### config.mk
export PLATFORM = sky130hd
export DESIGN_NAME = int_ctrl
export DESIGN_NICKNAME = d
export VERILOG_FILES = /design/src/rtl/int_ctrl.sv
export SDC_FILE = /design/constraint.sdc
export NUM_CORES = 1
export LEC_CHECK = 0
export CORE_AREA = 2 2 111 113
export CTS_CLUSTER_SIZE = 16
export DETAILED_ROUTE_END_ITERATION = 8
export DIE_AREA = 0 0 113 115
export PLACE_DENSITY_LB_ADDON = 0.1
export SYNTH_ARGS = -nofsm -noshare
export SYNTH_HDL_FRONTEND = slang
export SYNTH_SLANG_ARGS = --single-unit
### constraint.sdc
create_clock -name clk -period 2.8 [get_ports clk]
set_clock_uncertainty 0.05 [all_clocks]
set_input_delay 0.56 -clock clk [delete_from_list [all_inputs] [get_ports clk]]
set_output_delay 0.56 -clock clk [all_outputs]
set_load 0.005 [all_outputs]
### src/rtl/int_ctrl.sv
// int_ctrl: machine-mode trap sequencer for the pipelined core.
//
// Takes ecall/ebreak from the ID-stage instruction and level-sensitive external
// interrupts. It stalls the pipeline, then writes mepc, mcause and mstatus
// through a dedicated CSR port, one CSR per cycle. After that it issues a
// one-cycle PC redirect to mtvec. An mret is handled the same way: it restores
// MIE from MPIE, then redirects to mepc.
//
// Ports:
//   clk, rst_n          core clock, asynchronous active-low reset
//   int_flag_i          level interrupt requests (bit set = pending)
//   inst_i, inst_addr_i ID-stage instruction and its PC
//   jump_flag_i/addr_i  EX-stage redirect in progress and its target
//   halt_i              debug halt; blocks acceptance of new traps
//   csr_mtvec_i/mepc_i/mstatus_i  current CSR values
//   hold_flag_o         pipeline stall request
//   csr_we_o/waddr_o/wdata_o      CSR write port
//   int_assert_o/int_addr_o       one-cycle PC redirect and its target
module int_ctrl #(
  parameter int XLEN  = 32,
  parameter int INT_W = 8
) (
  input  logic             clk,
  input  logic             rst_n,
  input  logic [INT_W-1:0] int_flag_i,
  input  logic [XLEN-1:0]  inst_i,
  input  logic [XLEN-1:0]  inst_addr_i,
  input  logic             jump_flag_i,
  input  logic [XLEN-1:0]  jump_addr_i,
  input  logic             halt_i,
  input  logic [XLEN-1:0]  csr_mtvec_i,
  input  logic [XLEN-1:0]  csr_mepc_i,
  input  logic [XLEN-1:0]  csr_mstatus_i,
  output logic             hold_flag_o,
  output logic             csr_we_o,
  output logic [11:0]      csr_waddr_o,
  output logic [XLEN-1:0]  csr_wdata_o,
  output logic             int_assert_o,
  output logic [XLEN-1:0]  int_addr_o
);

  localparam logic [XLEN-1:0] INST_ECALL  = XLEN'(32'h0000_0073);
  localparam logic [XLEN-1:0] INST_EBREAK = XLEN'(32'h0010_0073);
  localparam logic [XLEN-1:0] INST_MRET   = XLEN'(32'h3020_0073);
  localparam logic [11:0] ADDR_MSTATUS = 12'h300;
  localparam logic [11:0] ADDR_MEPC    = 12'h341;
  localparam logic [11:0] ADDR_MCAUSE  = 12'h342;

  typedef enum logic [2:0] {
    S_IDLE, S_MEPC, S_MCAUSE, S_MSTATUS, S_MRET, S_JUMP
  } state_t;

  state_t          state_q, state_d;
  logic [XLEN-1:0] epc_q, epc_d;
  logic [XLEN-1:0] cause_q, cause_d;
  logic            mret_q, mret_d;   // JUMP targets mepc instead of mtvec

  logic is_ecall, is_ebreak, is_mret, is_async;

  assign is_ecall  = (inst_i == INST_ECALL);
  assign is_ebreak = (inst_i == INST_EBREAK);
  assign is_mret   = (inst_i == INST_MRET);
  assign is_async  = (|int_flag_i) & csr_mstatus_i[3];

  always_ff @(posedge clk or negedge rst_n) begin
    if (!rst_n) begin
      state_q <= S_IDLE;
      epc_q   <= '0;
      cause_q <= '0;
      mret_q  <= 1'b0;
    end else begin
      state_q <= state_d;
      epc_q   <= epc_d;
      cause_q <= cause_d;
      mret_q  <= mret_d;
    end
  end

  always_comb begin
    state_d      = state_q;
    epc_d        = epc_q;
    cause_d      = cause_q;
    mret_d       = mret_q;
    hold_flag_o  = 1'b0;
    csr_we_o     = 1'b0;
    csr_waddr_o  = '0;
    csr_wdata_o  = '0;
    int_assert_o = 1'b0;
    int_addr_o   = '0;

    unique case (state_q)
      S_IDLE: begin
        // Acceptance raises hold in the same cycle so the ID instruction
        // does not advance past the trap point.
        if (!halt_i) begin
          if (is_ecall || is_ebreak) begin
            hold_flag_o = 1'b1;
            epc_d       = inst_addr_i;
            cause_d     = is_ecall ? XLEN'(11) : XLEN'(3);
            mret_d      = 1'b0;
            state_d     = S_MEPC;
          end else if (is_async) begin
            // A redirect in EX means inst_addr_i is on a squashed path;
            // resume at the branch target instead.
            hold_flag_o = 1'b1;
            epc_d       = jump_flag_i ? jump_addr_i : inst_addr_i;
            cause_d     = XLEN'(32'h8000_000B);
            mret_d      = 1'b0;
            state_d     = S_MEPC;
          end else if (is_mret) begin
            hold_flag_o = 1'b1;
            mret_d      = 1'b1;
            state_d     = S_MRET;
          end
        end
      end
      S_MEPC: begin
        hold_flag_o = 1'b1;
        csr_we_o    = 1'b1;
        csr_waddr_o = ADDR_MEPC;
        csr_wdata_o = epc_q;
        state_d     = S_MCAUSE;
      end
      S_MCAUSE: begin
        hold_flag_o = 1'b1;
        csr_we_o    = 1'b1;
        csr_waddr_o = ADDR_MCAUSE;
        csr_wdata_o = cause_q;
        state_d     = S_MSTATUS;
      end
      S_MSTATUS: begin
        // MPIE <= MIE, MIE <= 0
        hold_flag_o = 1'b1;
        csr_we_o    = 1'b1;
        csr_waddr_o = ADDR_MSTATUS;
        csr_wdata_o = {csr_mstatus_i[XLEN-1:8], csr_mstatus_i[3],
                       csr_mstatus_i[6:4], 1'b0, csr_mstatus_i[2:0]};
        state_d     = S_JUMP;
      end
      S_MRET: begin
        // MIE <= MPIE, MPIE <= 1
        hold_flag_o = 1'b1;
        csr_we_o    = 1'b1;
        csr_waddr_o = ADDR_MSTATUS;
        csr_wdata_o = {csr_mstatus_i[XLEN-1:8], 1'b1,
                       csr_mstatus_i[6:4], csr_mstatus_i[7], csr_mstatus_i[2:0]};
        state_d     = S_JUMP;
      end
      S_JUMP: begin
        hold_flag_o  = 1'b1;
        int_assert_o = 1'b1;
        int_addr_o   = mret_q ? csr_mepc_i : csr_mtvec_i;
        mret_d       = 1'b0;
        state_d      = S_IDLE;
      end
      default: state_d = S_IDLE;
    endcase
  end

endmodule

Word level (Yosys, flattened, before mapping)

Index checks and enable logic that the tools add are counted.

Output and inout port bits: 79
Logic and storage cells: 54
Register bits: 68
Input port bits: 204

Reductions and logical operators: 11
Equal/unequal tests: 10
Bitwise logic cells: 2
Mux-type cells: 27

Operator list:

| cell                 | number |
|---|---|
| $mux 32              | 7 |
| $pmux 32 s4          | 1 |
| $eq 32x21->1 const B | 1 |
| $eq 32x30->1 const B | 1 |
| $eq 32x7->1 const B  | 1 |
| $pmux 10 s3          | 1 |
| $mux 3               | 4 |
| $pmux 3 s4           | 1 |
| $mux 1               | 10 |
| $reduce_or 8->1      | 1 |
| $eq 3x2->1 const B   | 2 |
| $eq 3x3->1 const B   | 2 |
| $reduce_and 3->1     | 2 |
| $reduce_or 5->1      | 1 |
| $mux 4               | 1 |
| $ne 4x4->1 const B   | 1 |
| $pmux 1 s2           | 2 |
| $reduce_bool 2->1    | 2 |
| $reduce_or 4->1      | 1 |
| $eq 3x1->1 const B   | 1 |
| $logic_not 3->1      | 1 |
| $ne 2x2->1 const B   | 1 |
| $reduce_and 2->1     | 1 |
| $reduce_or 2->1      | 1 |
| 3 further kinds      | 3 |

Depth between registers and ports, before layout

Gate-level depths: netlist of run 1.

Depth in word-level cells: 6
Gate-level depth with buffers: 7
Gate-level depth less buffers: 5

Least setup slack after synthesis of run 1

No wires, ideal clock.

Path type: input to output
From: input port inst_i[9]
To: output port hold_flag_o
Required time: 2.190 ns
Path slack: 0.377 ns
Path buffers: 0
Stages: 5
Arrival: 1.813 ns
Path through: or4_4 nor4_4 nand3_1 a21oi_1 o31a_1

Longest elaborated chain between the ends: 6
Elaborated cells on any way between the ends: 9
Classes of those cells: eq/ne: 3; mux: 5; reduce/logical: 1

Ends and longest elaborated chain:

| what               | RTL line | source |
|---|---|---|
| start: declaration | 26       | `input logic [XLEN-1:0] inst_i,` |
| $eq 32x30->1       | 62       | `assign is_mret = (inst_i == INST_MRET);` |
| $mux 1             | 110      | `end else if (is_mret) begin` |
| $mux 1             | 102      | `end else if (is_async) begin` |
| $mux 1 (*)         | 96       | `if (is_ecall \|\| is_ebreak) begin` |
| $mux 1 (*)         | 95       | `if (!halt_i) begin` |
| $pmux 1 s2 (*)     | 91       | `unique case (state_q)` |
| end: declaration   | 34       | `output logic hold_flag_o,` |

Mark *: on every way between the ends. The rest lies on a longest branch, timed or not.

Worst setup path in the final report of run 1

From: input port int_flag_i[5]
To: output port hold_flag_o

Longest elaborated chain between the ends: 6

Ends and longest elaborated chain:

| what               | RTL line | source |
|---|---|---|
| start: declaration | 25       | `input logic [INT_W-1:0] int_flag_i,` |
| $reduce_or 8->1    | 63       | `assign is_async = (\|int_flag_i) & csr_mstatus_i[3];` |
| $and 1x1->1        | 63       |  |
| $mux 1             | 102      |  |
| $mux 1             | 96       |  |
| $mux 1             | 95       |  |
| $pmux 1 s2         | 91       |  |

No other way between the ends.

==> results.json, run 1 <==
{
  "p_per_area_nw_per_um2": 741,
  "status": "finished, violations left",
  "yosysTopAreaCell": "dfrtp_1",
  "core_um2": 11800,
  "synth_top_area_frac": 0.299,
  "fmaxAchievable_ghz": 0.364,
  "cts_tree": "yes",
  "tns_ns": 0,
  "die_w_um": 113,
  "dieArea_um2": 13000,
  "antenna_left": 0,
  "ys_types": 42,
  "gp_congestion": 0.806,
  "hpwl_mm": 11.4,
  "setup_viol": 0,
  "num_rows": 40,
  "start_kind": "input pin",
  "syn_area_um2": 3260,
  "synth_seq_cells": 39,
  "synth_edf_count": 0,
  "start_util": 0.276,
  "drv_slew": 0,
  "critPathSlowestCell": "or4_4",
  "crit_fanout": 2,
  "final_cells": 806,
  "antenna_found_initial": 0,
  "design_area_um2": 6540,
  "grt_remaining_overflow": 0,
  "worstHoldPathType": "input pin to async pin",
  "worstMarginPinSlew_ns": 0.558,
  "rsz0062_at_grt": "no",
  "layout.nets": 864,
  "io_buffers": 275,
  "cts.sink_count": 39,
  "leakage_uw": 0.00282,
  "n_antenna_cell": 0,
  "mostFrequentLayoutCells": "clkdlybuf4s50_1 (263), inv_1 (68), dfrtp_1 (37)",
  "drc": 20,
  "synthTopCellsByArea": "dfrtp_1 (30%), a221oi_2 (13%), mux2i_1 (10%)",
  "dp_cells": 796,
  "first_pass_iters": 7,
  "io_pins": 283,
  "relSlewSlack": 0.628,
  "vias": 3852,
  "synth_cells": 377,
  "cts_max_level": 2,
  "violations": "DRC",
  "cts_buffers": 5,
  "cpLargestDelayFamily": "simple AND/OR/NAND/NOR gates",
  "grt_usage": 0.204,
  "critPathBufInv": 2,
  "ir_drop_mv": 0.433,
  "die_h_um": 115,
  "hold_ws_ns": 0.174,
  "synth_ff_type": "dfrtp_1",
  "routedWlPerCell_um": 17.7,
  "final.fill_count": 1083,
  "max_stage_delay_ns": 0.56,
  "wl_mm": 14.3,
  "path_class": "input pin to output port",
  "setup.worst_path.end_class": "output port",
  "final_util": 0.554,
  "via_per_inst": 4.78,
  "layout-drive-gt1-share": 0.143,
  "finalCriticalPeriod_ns": 2.74,
  "area_growth_pct": 101,
  "report.final.hold_viol_count": 0,
  "maxCapViolCount": 0,
  "cp.required_ns": 2.19,
  "yosysSeqAreaShare": 0.299,
  "clock_latency_ns": 0.28,
  "cp_cell_sequence": "clkdlybuf4s50_1 -> or4_4 -> o21ai_4 -> a21oi_2 -> o31a_1 -> buf_2",
  "finalCritPeriodShare": 0.980,
  "layout_commonest_cell": "clkdlybuf4s50_1",
  "cts_buffer_depth": 2,
  "place_area_um2": 6320,
  "worst-endpoint-arrival_ns": 2.13,
  "root_buffer": "clkbuf_16",
  "async_reset_ff_frac": 1.00,
  "grt_pass1_wl_mm": 21.0,
  "first_iter_violations": 150,
  "clk_pin_slew_ns": 0.07,
  "grt_pass1_vias": 3950,
  "syn_avg_cell_area_um2": 8.65,
  "ys_warn_count": 0,
  "grt_max_degree": 35
}
## routing by layer
metal	share of wire	wire, um	global-route usage	vias up
li1	-	-	-	1870
met1	0.37	5260	0.227	1816
met2	0.53	7600	0.389	147
met3	0.080	1150	0.0496	19
met4	0.020	284	0.0537	0
met5	0	0	0	-
## power by group
group	switching (uW)	total [uW]	internal [uW]	leakage, uW
Sequential	272	1090	814	0.000417
Combinational	1160	3070	1910	0.00231
Clock	243	692	448	0.0000875
## kinds of logic after synthesis
| family | after synthesis | share of synthesized area |
|---|---|---|
| AO/OA/AOI/OAI | 85 | 0.269 |
| AND/OR/NAND/NOR | 107 | 0.165 |
| other | 1 | 0.00115 |
| buffers and inverters | 106 | 0.144 |
| adder cells (fa/ha/maj) | 2 | 0.00768 |
| XOR/XNOR | 2 | 0.00538 |
| multiplexers | 35 | 0.108 |
| flip-flops | 39 | 0.299 |
## path summary, 6_finish.rpt
check | startpoint | end | slack (ns) | depth (start not counted)
worst max-delay path | int_flag_i[5] | hold_flag_o | 0.06 | 6
min in group clk | cause_q[1]$_DFFE_PN0P_ | cause_q[1]$_DFFE_PN0P_ | 0.45 | 1
worst max register to register | state_q[2]$_DFFE_PN0P_ | cause_q[3]$_DFFE_PN0P_ | 1.00 | 6
worst min register to register | cause_q[1]$_DFFE_PN0P_ | cause_q[1]$_DFFE_PN0P_ | 0.45 | 1
max in group asynchronous | rst_n | state_q[0]$_DFFE_PN0P_ | 1.84 | 2
worst min-delay path | rst_n | epc_q[15]$_DFFE_PN0P_ | 0.17 | 1
## worst register-to-register path, stage by stage, from the launching register on
cell	delay (ns)
dfrtp_1	0.37
buf_4	0.19
nor4_1	0.38
buf_4	0.19
o21ai_4	0.07
buf_12	0.17
mux2_2	0.27
## through the flow
| stage | setup slack (ns) | power (uW) |
|---|---|---|
| after CTS | 0.000246 | 4880 |
| after global placement | -0.634 | 4140 |
| after global routing | 0.00931 | 5150 |
| final | 0.0562 | 4850 |
| after floorplan | 0.377 | 2530 |
| after detailed placement | -0.680 | 4190 |
## cell usage after synthesis, drive strengths merged, types with 3 or more instances
cell type / n
mux2i: 33
o21bai: 3
a22oi: 4
clkbuf: 16
or4: 4
nand2b: 3
a22o: 27
o21ai: 10
nand2: 12
inv: 68
nor2: 37
nor3: 34
nor4: 5
dfrtp: 39
nand3: 3
buf: 22
a221oi: 32
## cell type report
| type | count | area (um2) | share of cell area |
|---|---|---|---|
| sequential | 39 | 981 | 0.150 |
| clock inverter | 2 | 38.8 | 0.00593 |
| tap | 147 | 184 | 0.0281 |
| timing repair buffer | 306 | 3040 | 0.465 |
| inverter | 68 | 255 | 0.0390 |
| clock buffer | 6 | 139 | 0.0212 |
| multi-input combinational | 238 | 1900 | 0.290 |
## state kept, by name (all words and copies together), names as in the netlist
signal / flops
epc_q: 32
state_q: 3
cause_q: 3
mret_q: 1
## timing repair
item,in CTS,in global routing
resized for setup,29,10
setup endpoints to repair,1,60
endpoints found under the hold margin,0,0
hold buffers,0,0
pin swaps,9,5
setup buffers,1,1
No activity file was read; power rests on OpenSTA's default activity.
==> run 2: changes to the inputs <==
--- a/config.mk
+++ b/config.mk
@@ -5,10 +5,12 @@
 export SDC_FILE = /design/constraint.sdc
 export NUM_CORES = 1
 export LEC_CHECK = 0
-export CORE_AREA = 2 2 111 113
+export ABC_CLOCK_PERIOD_IN_PS = 2800
+export CORE_MARGIN = 5
+export CORE_UTILIZATION = 33
+export CTS_BUF_LIST = sky130_fd_sc_hd__clkbuf_2 sky130_fd_sc_hd__clkbuf_4 sky130_fd_sc_hd__clkbuf_8
 export CTS_CLUSTER_SIZE = 16
 export DETAILED_ROUTE_END_ITERATION = 8
-export DIE_AREA = 0 0 113 115
 export PLACE_DENSITY_LB_ADDON = 0.1
 export SYNTH_ARGS = -nofsm -noshare
 export SYNTH_HDL_FRONTEND = slang
==> results.json, run 2 (synthesized netlist as in run 1, its figures left out) <==
{
  "reg2reg_depth": 11,
  "layout-drive-gt1-share": 0.145,
  "cpLargestDelayFamily": "buffers and inverters",
  "place_area_um2": 6290,
  "cts_buffer_depth": 2,
  "relSlewSlack": 0.388,
  "wl_mm": 14.4,
  "final_cells": 797,
  "finalCriticalPeriod_ns": 2.74,
  "routedWlPerCell_um": 18.1,
  "die_w_um": 109,
  "io_buffers": 275,
  "critPathLaunch": "int_flag_i[7]",
  "grt_max_degree": 40,
  "r2r-end": "mret_q$_DFFE_PN0P_",
  "core_um2": 9680,
  "multi_input_area_um2": 1880,
  "critPathSlowestCell": "or4_4",
  "drv_slew": 0,
  "largest_register": "epc_q",
  "grt_usage": 0.224,
  "hpwl_mm": 11.6,
  "cts_tree": "yes",
  "start_kind": "input pin",
  "n_antenna_cell": 0,
  "crit_cells": 6,
  "pre_cts_ws_ns": -0.664,
  "worst-endpoint-arrival_ns": 2.13,
  "grt_pass1_vias": 3955,
  "cp_cell_sequence": "clkdlybuf4s50_1 -> or4_4 -> o21ai_4 -> a21oi_2 -> o31a_1 -> buf_2",
  "die_h_um": 109,
  "r2r_start": "state_q[0]$_DFFE_PN0P_",
  "num_rows": 36,
  "final.setup.worst_slack_ns": 0.0604,
  "seq_area_um2": 982,
  "critPathBufInv": 2,
  "rsz0062_at_grt": "yes",
  "antenna_left": 0,
  "largest_register_ffs": 32,
  "path_class": "input pin to output port",
  "layout_commonest_cell": "clkdlybuf4s50_1",
  "vias": 3889,
  "grt_pass1_wl_mm": 21.0,
  "worstMarginPinSlew_ns": 0.917,
  "setup.worst_path.end_class": "output port",
  "status": "finished, final reports clean",
  "dieArea_um2": 12000,
  "crit_fanout": 2,
  "cts_max_level": 2,
  "first_iter_violations": 181,
  "finalPower_uw": 4630,
  "dr_wl_met3_mm": 1.30,
  "io_pins": 283,
  "via_per_inst": 4.88,
  "top_regs": "epc_q: 32 flops, cause_q: 3 flops, state_q: 3 flops",
  "antenna_found_initial": 0,
  "ir_drop_mv": 0.486,
  "cts.sink_count": 39,
  "finalCritPeriodShare": 0.978,
  "grt_remaining_overflow": 0,
  "leakage_uw": 0.00284,
  "gp_congestion": 0.777,
  "final.fill_count": 817,
  "setup_viol": 0,
  "wl_met1_mm": 5.33,
  "start_util": 0.337,
  "design_area_um2": 6480,
  "cts_buffers": 5,
  "drc": 0,
  "dp_cells": 780,
  "wl_met2_mm": 7.40,
  "p_per_area_nw_per_um2": 714,
  "clock_latency_ns": 0.29,
  "top_layer": "met4",
  "worstHoldPathType": "input pin to async pin",
  "layout.nets": 870,
  "fmaxAchievable_ghz": 0.365,
  "clk_pin_slew_ns": 0.09,
  "report.final.hold_viol_count": 0,
  "maxCapViolCount": 0,
  "cp.required_ns": 2.19,
  "first_pass_iters": 4,
  "root_buffer": "clkbuf_8",
  "max_stage_delay_ns": 0.52,
  "rrSetupSlack_ns": 0.74,
  "area_growth_pct": 98.8,
  "mostFrequentLayoutCells": "clkdlybuf4s50_1 (261), inv_1 (68), dfrtp_1 (36)",
  "cts_hold_buffers": 0,
  "cp-endpoint": "hold_flag_o",
  "final_util": 0.669
}
run 2: cell count changes in the layout (fill, tap and decap cells not counted), sizes merged:
cell	previous run	this run
clkdlybuf4s50	263	261
clkbuf	9	8
clkdlybuf4s15	3	4
dlymetal6s2s	0	3
buf	34	39
bufinv	1	0
run 2: per-stage QoR:
step / TNS (ns) / hold WS, ns
after floorplan: 0 / 0.214
after global placement: -2.65 / 0.423
after detailed placement: -2.88 / 0.449
after CTS: 0 / 0.368
after global routing: -0.0317 / 0.435
final: 0 / 0.335
run 2: final cells by class:
| type | count | share of cell area |
|---|---|---|
| timing repair buffer | 312 | 0.479 |
| multi-input combinational | 238 | 0.291 |
| sequential | 39 | 0.152 |
| inverter | 68 | 0.0394 |
| tap | 133 | 0.0257 |
| clock buffer | 6 | 0.0127 |
| clock inverter | 1 | 0.00135 |
run 2: how the worst min path moves through the flow:
stage / end / slack (ns) / depth (start not counted)
floorplan: cause_q[1]$_DFFE_PN0P_ / 0.21 / 0
global placement: cause_q[1]$_DFFE_PN0P_ / 0.42 / 1
detailed placement: cause_q[3]$_DFFE_PN0P_ / 0.45 / 1
CTS: epc_q[10]$_DFFE_PN0P_ / 0.37 / 1
global route: epc_q[10]$_DFFE_PN0P_ / 0.44 / 1
finish: epc_q[10]$_DFFE_PN0P_ / 0.34 / 1
run 2: metal layers:
layer	vias to the layer above	global-route usage
met2	163	0.402
met3	23	0.0705
met5	-	0
met1	1811	0.251
met4	0	0.0695
li1	1892	-
run 2: where the power goes:
group	internal [uW]	switching (uW)
clock	198	216
combinational	1940	1200
sequential	813	265
run 2: what timing repair did:
action                     in CTS  in global routing
gates resized for setup        25                 11
setup buffers                   7                  3
setup endpoints to repair       5                 22
gates cloned                    0                  0
pin swaps                       8                  9
